[src/rtl/instr_sequencer.sv]
// Multi-cycle fetch/decode/execute/write-back sequencer for the mini CISC datapath.
// Handles NOP, PAUSE, HALT and reserved opcodes; keeps a saturating retired-instruction count.
module instr_sequencer #(
    parameter int FETCH_LAT = 1,
    parameter int RET_W     = 16
) (
    input  logic             clk,
    input  logic             rst,
    input  logic             run,
    input  logic             resume,
    input  logic [3:0]       opcode,
    input  logic [1:0]       rs1,
    input  logic [1:0]       rs2,
    output logic             pc_en,
    output logic             ir_load,
    output logic [3:0]       al_op,
    output logic [1:0]       rout,
    output logic             write,
    output logic             busy,
    output logic             paused,
    output logic             halted,
    output logic             illegal,
    output logic [RET_W-1:0] retired
);

    typedef enum logic [2:0] {
        S_IDLE, S_FETCH, S_DECODE, S_EXEC, S_WB, S_PAUSE, S_HALT
    } state_t;

    localparam logic [2:0] FETCH_LAST = 3'(FETCH_LAT - 1);

    state_t             state_q;
    logic [2:0]         cnt_q;
    logic [3:0]         al_op_q;
    logic [1:0]         rout_q;
    logic               illegal_q;
    logic [RET_W-1:0]   retired_q;

    logic               fetch_last;
    logic               dec_retire;
    logic               retire_d;
    logic [RET_W-1:0]   retired_d;

    // rs2 feeds the operand mux directly from the IR; the sequencer never needs it.
    logic               unused_rs2;
    assign unused_rs2 = ^rs2;

    always_comb begin
        fetch_last = (state_q == S_FETCH) && (cnt_q == FETCH_LAST);
        dec_retire = (state_q == S_DECODE) &&
                     (opcode == 4'h0 || opcode == 4'hC || opcode == 4'hD || opcode == 4'hE);
        // ALU ops count on entry to WB so the count already includes them during write-back.
        retire_d   = dec_retire || (state_q == S_EXEC);
        retired_d  = retired_q;
        if (retire_d && (retired_q != {RET_W{1'b1}}))
            retired_d = retired_q + 1'b1;
    end

    always_ff @(posedge clk) begin
        if (rst) begin
            state_q   <= S_IDLE;
            cnt_q     <= '0;
            al_op_q   <= '0;
            rout_q    <= '0;
            illegal_q <= 1'b0;
            retired_q <= '0;
        end else begin
            retired_q <= retired_d;
            case (state_q)
                S_IDLE: begin
                    cnt_q <= '0;
                    if (run) state_q <= S_FETCH;
                end
                S_FETCH: begin
                    if (fetch_last) begin
                        cnt_q   <= '0;
                        state_q <= S_DECODE;
                    end else begin
                        cnt_q <= cnt_q + 3'd1;
                    end
                end
                S_DECODE: begin
                    al_op_q <= opcode;
                    rout_q  <= rs1;
                    case (opcode)
                        4'h0:       state_q <= S_FETCH;
                        4'hC, 4'hD: begin
                            illegal_q <= 1'b1;
                            state_q   <= S_FETCH;
                        end
                        4'hE:       state_q <= S_PAUSE;
                        4'hF:       state_q <= S_HALT;
                        default:    state_q <= S_EXEC;
                    endcase
                end
                S_EXEC:  state_q <= S_WB;
                S_WB:    state_q <= S_FETCH;
                S_PAUSE: if (resume) state_q <= S_FETCH;
                S_HALT:  state_q <= S_HALT;
                default: state_q <= S_IDLE;
            endcase
        end
    end

    always_comb begin
        ir_load = fetch_last;
        pc_en   = dec_retire || (state_q == S_WB);
        al_op   = (state_q == S_EXEC || state_q == S_WB) ? al_op_q : 4'h0;
        write   = (state_q == S_WB);
        rout    = rout_q;
        busy    = !(state_q == S_IDLE || state_q == S_PAUSE || state_q == S_HALT);
        paused  = (state_q == S_PAUSE);
        halted  = (state_q == S_HALT);
        illegal = illegal_q;
        retired = retired_q;
    end

endmodule

[config.mk]
export PLATFORM = sky130hd
export DESIGN_NAME = instr_sequencer
export DESIGN_NICKNAME = d
export VERILOG_FILES = /design/src/rtl/instr_sequencer.sv
export SDC_FILE = /design/constraint.sdc
export NUM_CORES = 1
export LEC_CHECK = 0
export ABC_AREA = 1
export CAP_MARGIN = 20
export CORE_ASPECT_RATIO = 1.5
export CORE_MARGIN = 2
export CORE_UTILIZATION = 49
export DETAILED_ROUTE_END_ITERATION = 10
export MAX_ROUTING_LAYER = met4
export PLACE_DENSITY_LB_ADDON = 0.15
export SYNTH_ARGS = -nofsm -noshare
export SYNTH_HDL_FRONTEND = slang
export SYNTH_SLANG_ARGS = --single-unit
export TNS_END_PERCENT = 100
[constraint.sdc]
create_clock -name clk -period 1.85 [get_ports clk]
set_input_delay 0.2775 -clock clk [delete_from_list [all_inputs] [get_ports clk]]
set_output_delay 0.2775 -clock clk [all_outputs]
set_load 0.005 [all_outputs]
=== Word-level counts from Yosys, hierarchy flattened ===
Index checks and enable logic that the tools add are counted.

* Equal/unequal tests: 14
* Muxes and demuxes: 8
* Reductions and logical operators: 20
* $add $sub $neg: 2

{| class="wikitable"
|+ Operators with widths
! cell !! number
|-
| 3-bit one-hot mux with 7 select lines || 1
|-
| 16-bit by 1-bit adder with 16-bit output (second input constant) || 1
|-
| 4-bit == test (second input constant) || 4
|-
| 16-bit != test (second input constant) || 1
|-
| 3-bit two-way mux || 4
|-
| 3-bit == test (second input constant) || 3
|-
| 3-bit one-hot mux with 3 select lines || 1
|-
| 1-bit logical OR || 8
|-
| 3-bit by 2-bit == test with 1-bit output (second input constant) || 2
|-
| 3-bit zero test || 2
|-
| 2-bit != test (second input constant) || 3
|-
| 3-bit one-hot mux with 2 select lines || 1
|-
| 4-bit zero test || 1
|-
| 4-bit two-way mux || 1
|-
| 3-bit by 1-bit adder with 3-bit output (second input constant) || 1
|-
| 3-bit by 1-bit == test with 1-bit output (second input constant) || 1
|-
| 1-bit logical AND || 3
|-
| 3-bit AND reduction || 1
|-
| 3-bit OR reduction || 1
|-
| 2-bit AND reduction || 1
|-
| 2-bit nonzero test || 1
|-
| 2-bit OR reduction || 1
|-
| 1-bit zero test || 1
|}

* Logic and storage cells: 50
* Register bits: 29
* Input bits: 12
* Output and inout bits: 29

=== Logic depth before layout (Yosys ltp) ===
Gate-level depths: netlist of run 1.

* Word-level depth: 7
* Mapped depth: 10
* Gate-level depth less buffers: 10

=== Worst setup path after synthesis of run 1 ===
Ideal clock, no wire load.

* Path type: register to register
* Start point: register retired_q[0], in the netlist retired[0]
* End point: register retired_q[10], in the netlist retired[10]
* Setup time: 138 ps
* Data arrival time: 1441 ps
* Slack: 271 ps
* Period minus slack after synthesis: 1579 ps
* Buffers on the path: 1
* Required time: 1712 ps
* Stages on the path, launching flop included: 10
* Cells stage by stage: dfxtp_1 ha_1 nand3_2 nor2_4 nand2_2 nor2_4 nand2_4 buf_2 nand3_1 a21oi_2

* Longest elaborated chain between the ends: 2
* Elaborated cells between the ends (all ways): 3
* Those cells by class: add/sub (1); eq/ne (1); reduce/logical (1)

{| class="wikitable"
|+ RTL lines
! element !! line !! text
|-
| from (decl) || 37 || <nowiki>logic [RET_W-1:0] retired_q;</nowiki>
|-
| from (signal assigned) || 68 || <nowiki>retired_q <= retired_d;</nowiki>
|-
| parallel branches: the longest is 2 deep, another holds 16-bit by 1-bit adder with 16-bit output || -- ||
|}

Several ways; the timed one is not identified.
A chain may end at the register's enable or synchronous reset.

=== Final worst setup path of run 1 ===
* Start point: register state_q[0]
* End point: output halted

* Longest elaborated chain between the ends: 1

{| class="wikitable"
|+ RTL lines
! element !! line !! text
|-
| from (decl) || 32 || <nowiki>state_t state_q;</nowiki>
|-
| from (signal assigned) || 61 || <nowiki>state_q <= S_IDLE;</nowiki>
|-
| from (signal assigned) || 72 || <nowiki>if (run) state_q <= S_FETCH;</nowiki>
|-
| from (signal assigned) || 77 || <nowiki>state_q <= S_DECODE;</nowiki>
|-
| 3-bit == test || 113 || <nowiki>halted = (state_q == S_HALT);</nowiki>
|-
| to (decl) || 21 || <nowiki>output logic halted,</nowiki>
|}

No other way between the ends.

==> results.toml, run 1 <==
[power]
switchingPower_uw = 381
seqPwrFrac_pct = 47.7
p_leak_nw = 0.946
p_int_mw = 1.02
swShare_pct = 27.3
ir_worst_vdd_mv = 0.529
combPwrFrac_pct = 17.2
clkPwrFrac_pct = 35.1
p_per_area_nw_per_um2 = 591

[route]
via_per_inst = 5.10
first_iter_violations = 39
wl_per_cell_um = 12.2
wl_um = 4320
firstDrtPassIters = 5
route.detailed.drc = 0
vias = 1806
ant_nets = 0

[cts]
clock-sinks = 29
cts-root-buf = "clkbuf_8"
cts_tree = "yes"
cts_buffers = 5
hold_buffers = 0
insertion_delay_ps = 270
clockBufferDepth = 2
clkTransAtPathRegs_ps = 60
cts_htree_levels = 2

[floorplanning]
die_area_um2 = 3990
core.rowCount = 26
die_w_um = 52.2
boundaryPins = 41
design.core.area_um2 = 3380
start_util_pct = 50.5
die_h_um = 76.3

[grt]
busiest_layer = "met2"
gr-total-overflow = 0
first_global_vias = 1775
grt_max_degree = 17
use_met3_pct = 5.88
use_met1_pct = 23.3
antenna_found_initial = 0
grtUsageTotal_pct = 23.6
grt_pass1_wl_um = 7140
met2_usage_pct = 42.3

[critical_path]
startpoint_type = "flop"
reg2reg_depth = 10
rr_startpoint = "retired[0]$_SDFFE_PP0P_"
crit_required_ps = 1570
cp_max_fo = 4
worst_r2r_endpoint = "retired[0]$_SDFFE_PP0P_"
cp.arrival_ps = 1500
crit_type = "flop to primary output"
worstSetupEndpointType = "primary output"
reg2reg_setup_slack_ps = 170

[timing]
clock.fmax_mhz = 562
max-slew-margin-rel_pct = 75.0
fin_crit_sh_pct = 96.2
finalHoldViolations = 0
worstMarginPinSlew_ps = 374
whs_ps = 453
fin_worst_skew_ps = 2.30
finalMaxSlewViolations = 0
finalSetupViolCount = 0
setup_tns_ps = 0
post-route-min-period_ps = 1780

[yosys]
synth_fp_nets = 266
ys_top_cells_by_count = "nand2_1, nor2_1, dfxtp_1"
yosys.area.top_type = "dfxtp_1"
ys_types = 31
synth_area_um2 = 1710
netlist.area_leader.share_pct = 34.0
synth.avg_cell_area_um2 = 6.81
yosysSeqAreaShare_pct = 34.0
ys_warn_count = 0
synthArstFlopShare_pct = 0
synthFlopType = "dfxtp_1"
synth-edff-count = 0
synthTopCellsByArea = "dfxtp_1, nand2_1, nor2_1"
netlist_instances = 251
yosysMostFrequentCell = "nand2_1"
ys_seq_elements = 29

[job]
maxCapViolCount = 0

[finish]
area_growth_pct = 38.5
diodes = 0
drive_gt1_share_pct = 21.2
fin_nets = 326

[placement]
dpl.hpwl_um = 3130
portBuffers = 38
finalWeightedCongestion = 0.850

[hold_path]
worstHoldStart = "al_op_q[2]$_SDFFE_PP0P_"
holdPathStages = 2
hp-class = "flop to flop"
hold_end = "al_op_q[2]$_SDFFE_PP0P_"

[outcome]
outcome = "complete, no violations"
[placed cells by master, fill, tap and decap left out, types with 3 or more instances in the layout]
cell type        count
inv_2                7
buf_4               20
clkbuf_8             5
xor2_1               4
nand4_1              4
dlygate4sd2_1        4
nand2_2              5
nand3b_1             3
dfxtp_1             27
o21ai_0             11
xnor2_1              3
ha_1                 3
nor2_4               4
nor2_1              37
a21oi_1             14
nor3_1               6
a21oi_2             10
nand3_1             19
inv_1               19
nor2_2               4
clkdlybuf4s50_1     31
nand2_1             53
[metrics by stage]
stage	total power, mW	instances	util [%]	cell area, um^2	setup slack, ps
after global routing	1.47	354	70.0	2370	-10.5
final	1.40	354	70.0	2370	69.5
after global placement	0.901	344	66.3	2240	-151
after floorplan	0.793	251	-	1710	271
after CTS	1.40	352	68.9	2330	1.71
after detailed placement	0.905	344	66.3	2240	-148
[power groups by stage]
stage	logic [mW]	registers (mW)	clock network, mW
after global placement	0.227	0.674	0
after floorplan	0.119	0.674	0
after global routing	0.266	0.667	0.541
final	0.240	0.667	0.492
after CTS	0.230	0.663	0.511
after detailed placement	0.230	0.675	0
[sequential cells by signal (all words and copies together) (netlist names)]
name	cells
al_op_q	4
retired	16
state_q	3
cnt_q	3
illegal	1
rout	2
[worst max-delay path by stage]
stage                     slack, ps                  endpoint                     from
after floorplan                 270  retired[10]$_SDFFE_PP0P_  retired[0]$_SDFFE_PP0P_
after global placement         -150                     pc_en                opcode[2]
after detailed placement       -150                     pc_en                opcode[2]
after CTS                         2                  al_op[0]  state_q[1]$_SDFFE_PP0P_
after global routing            -10  retired[13]$_SDFFE_PP0P_                opcode[2]
final                            70                    halted  state_q[0]$_SDFFE_PP0P_
[routing by layer]
metal	part of all wire (%)	vias to the layer above	routed length [um]
met5	0	-	0
met3	4.3	10	188
li1	-	936	-
met2	54	46	2330
met1	40	814	1730
met4	1.6	0	71
[final cells by class]
cell class,instances,area [um^2]
Tap cell,42,52.6
Inverter,26,97.6
Multi-Input combinational cell,191,1030
Timing Repair Buffer,58,526
Clock inverter,2,10.0
Sequential cell,29,583
Clock buffer,6,72.6
Fill cell,283,1020
[cell families after synthesis]
group                    Yosys count  share of synthesized area (%)
adder cells (fa/ha/maj)            3                           2.20
flip-flops                        29                           34.0
AO/OA/AOI/OAI                     39                           13.8
AND/OR/NAND/NOR                  142                           38.7
buffers and inverters             31                           7.76
XOR/XNOR                           7                           3.59
[worst max-delay path: stages, from the launching register on]
cell	delay, ps
dfxtp_2	350
inv_2	90
nand2_2	100
nor2_2	160
clkdlybuf4s50_1	520
[what timing repair did]
action	4_1_cts	5_1_grt
pin swaps	1	0
setup endpoints to repair	7	4
buffers inserted	0	2
gates resized for setup	14	9
Note: power is estimated with default switching activity, not from simulation.
==> run 2, diff against run 1 <==
--- a/config.mk
+++ b/config.mk
@@ -11,6 +11,7 @@
 export CORE_MARGIN = 2
 export CORE_UTILIZATION = 49
 export DETAILED_ROUTE_END_ITERATION = 10
+export HOLD_SLACK_MARGIN = 0.06
 export MAX_ROUTING_LAYER = met4
 export PLACE_DENSITY_LB_ADDON = 0.15
 export SYNTH_ARGS = -nofsm -noshare
==> results of run 2 <==
Final layout, timing and power as in run 1 (identical DEF).
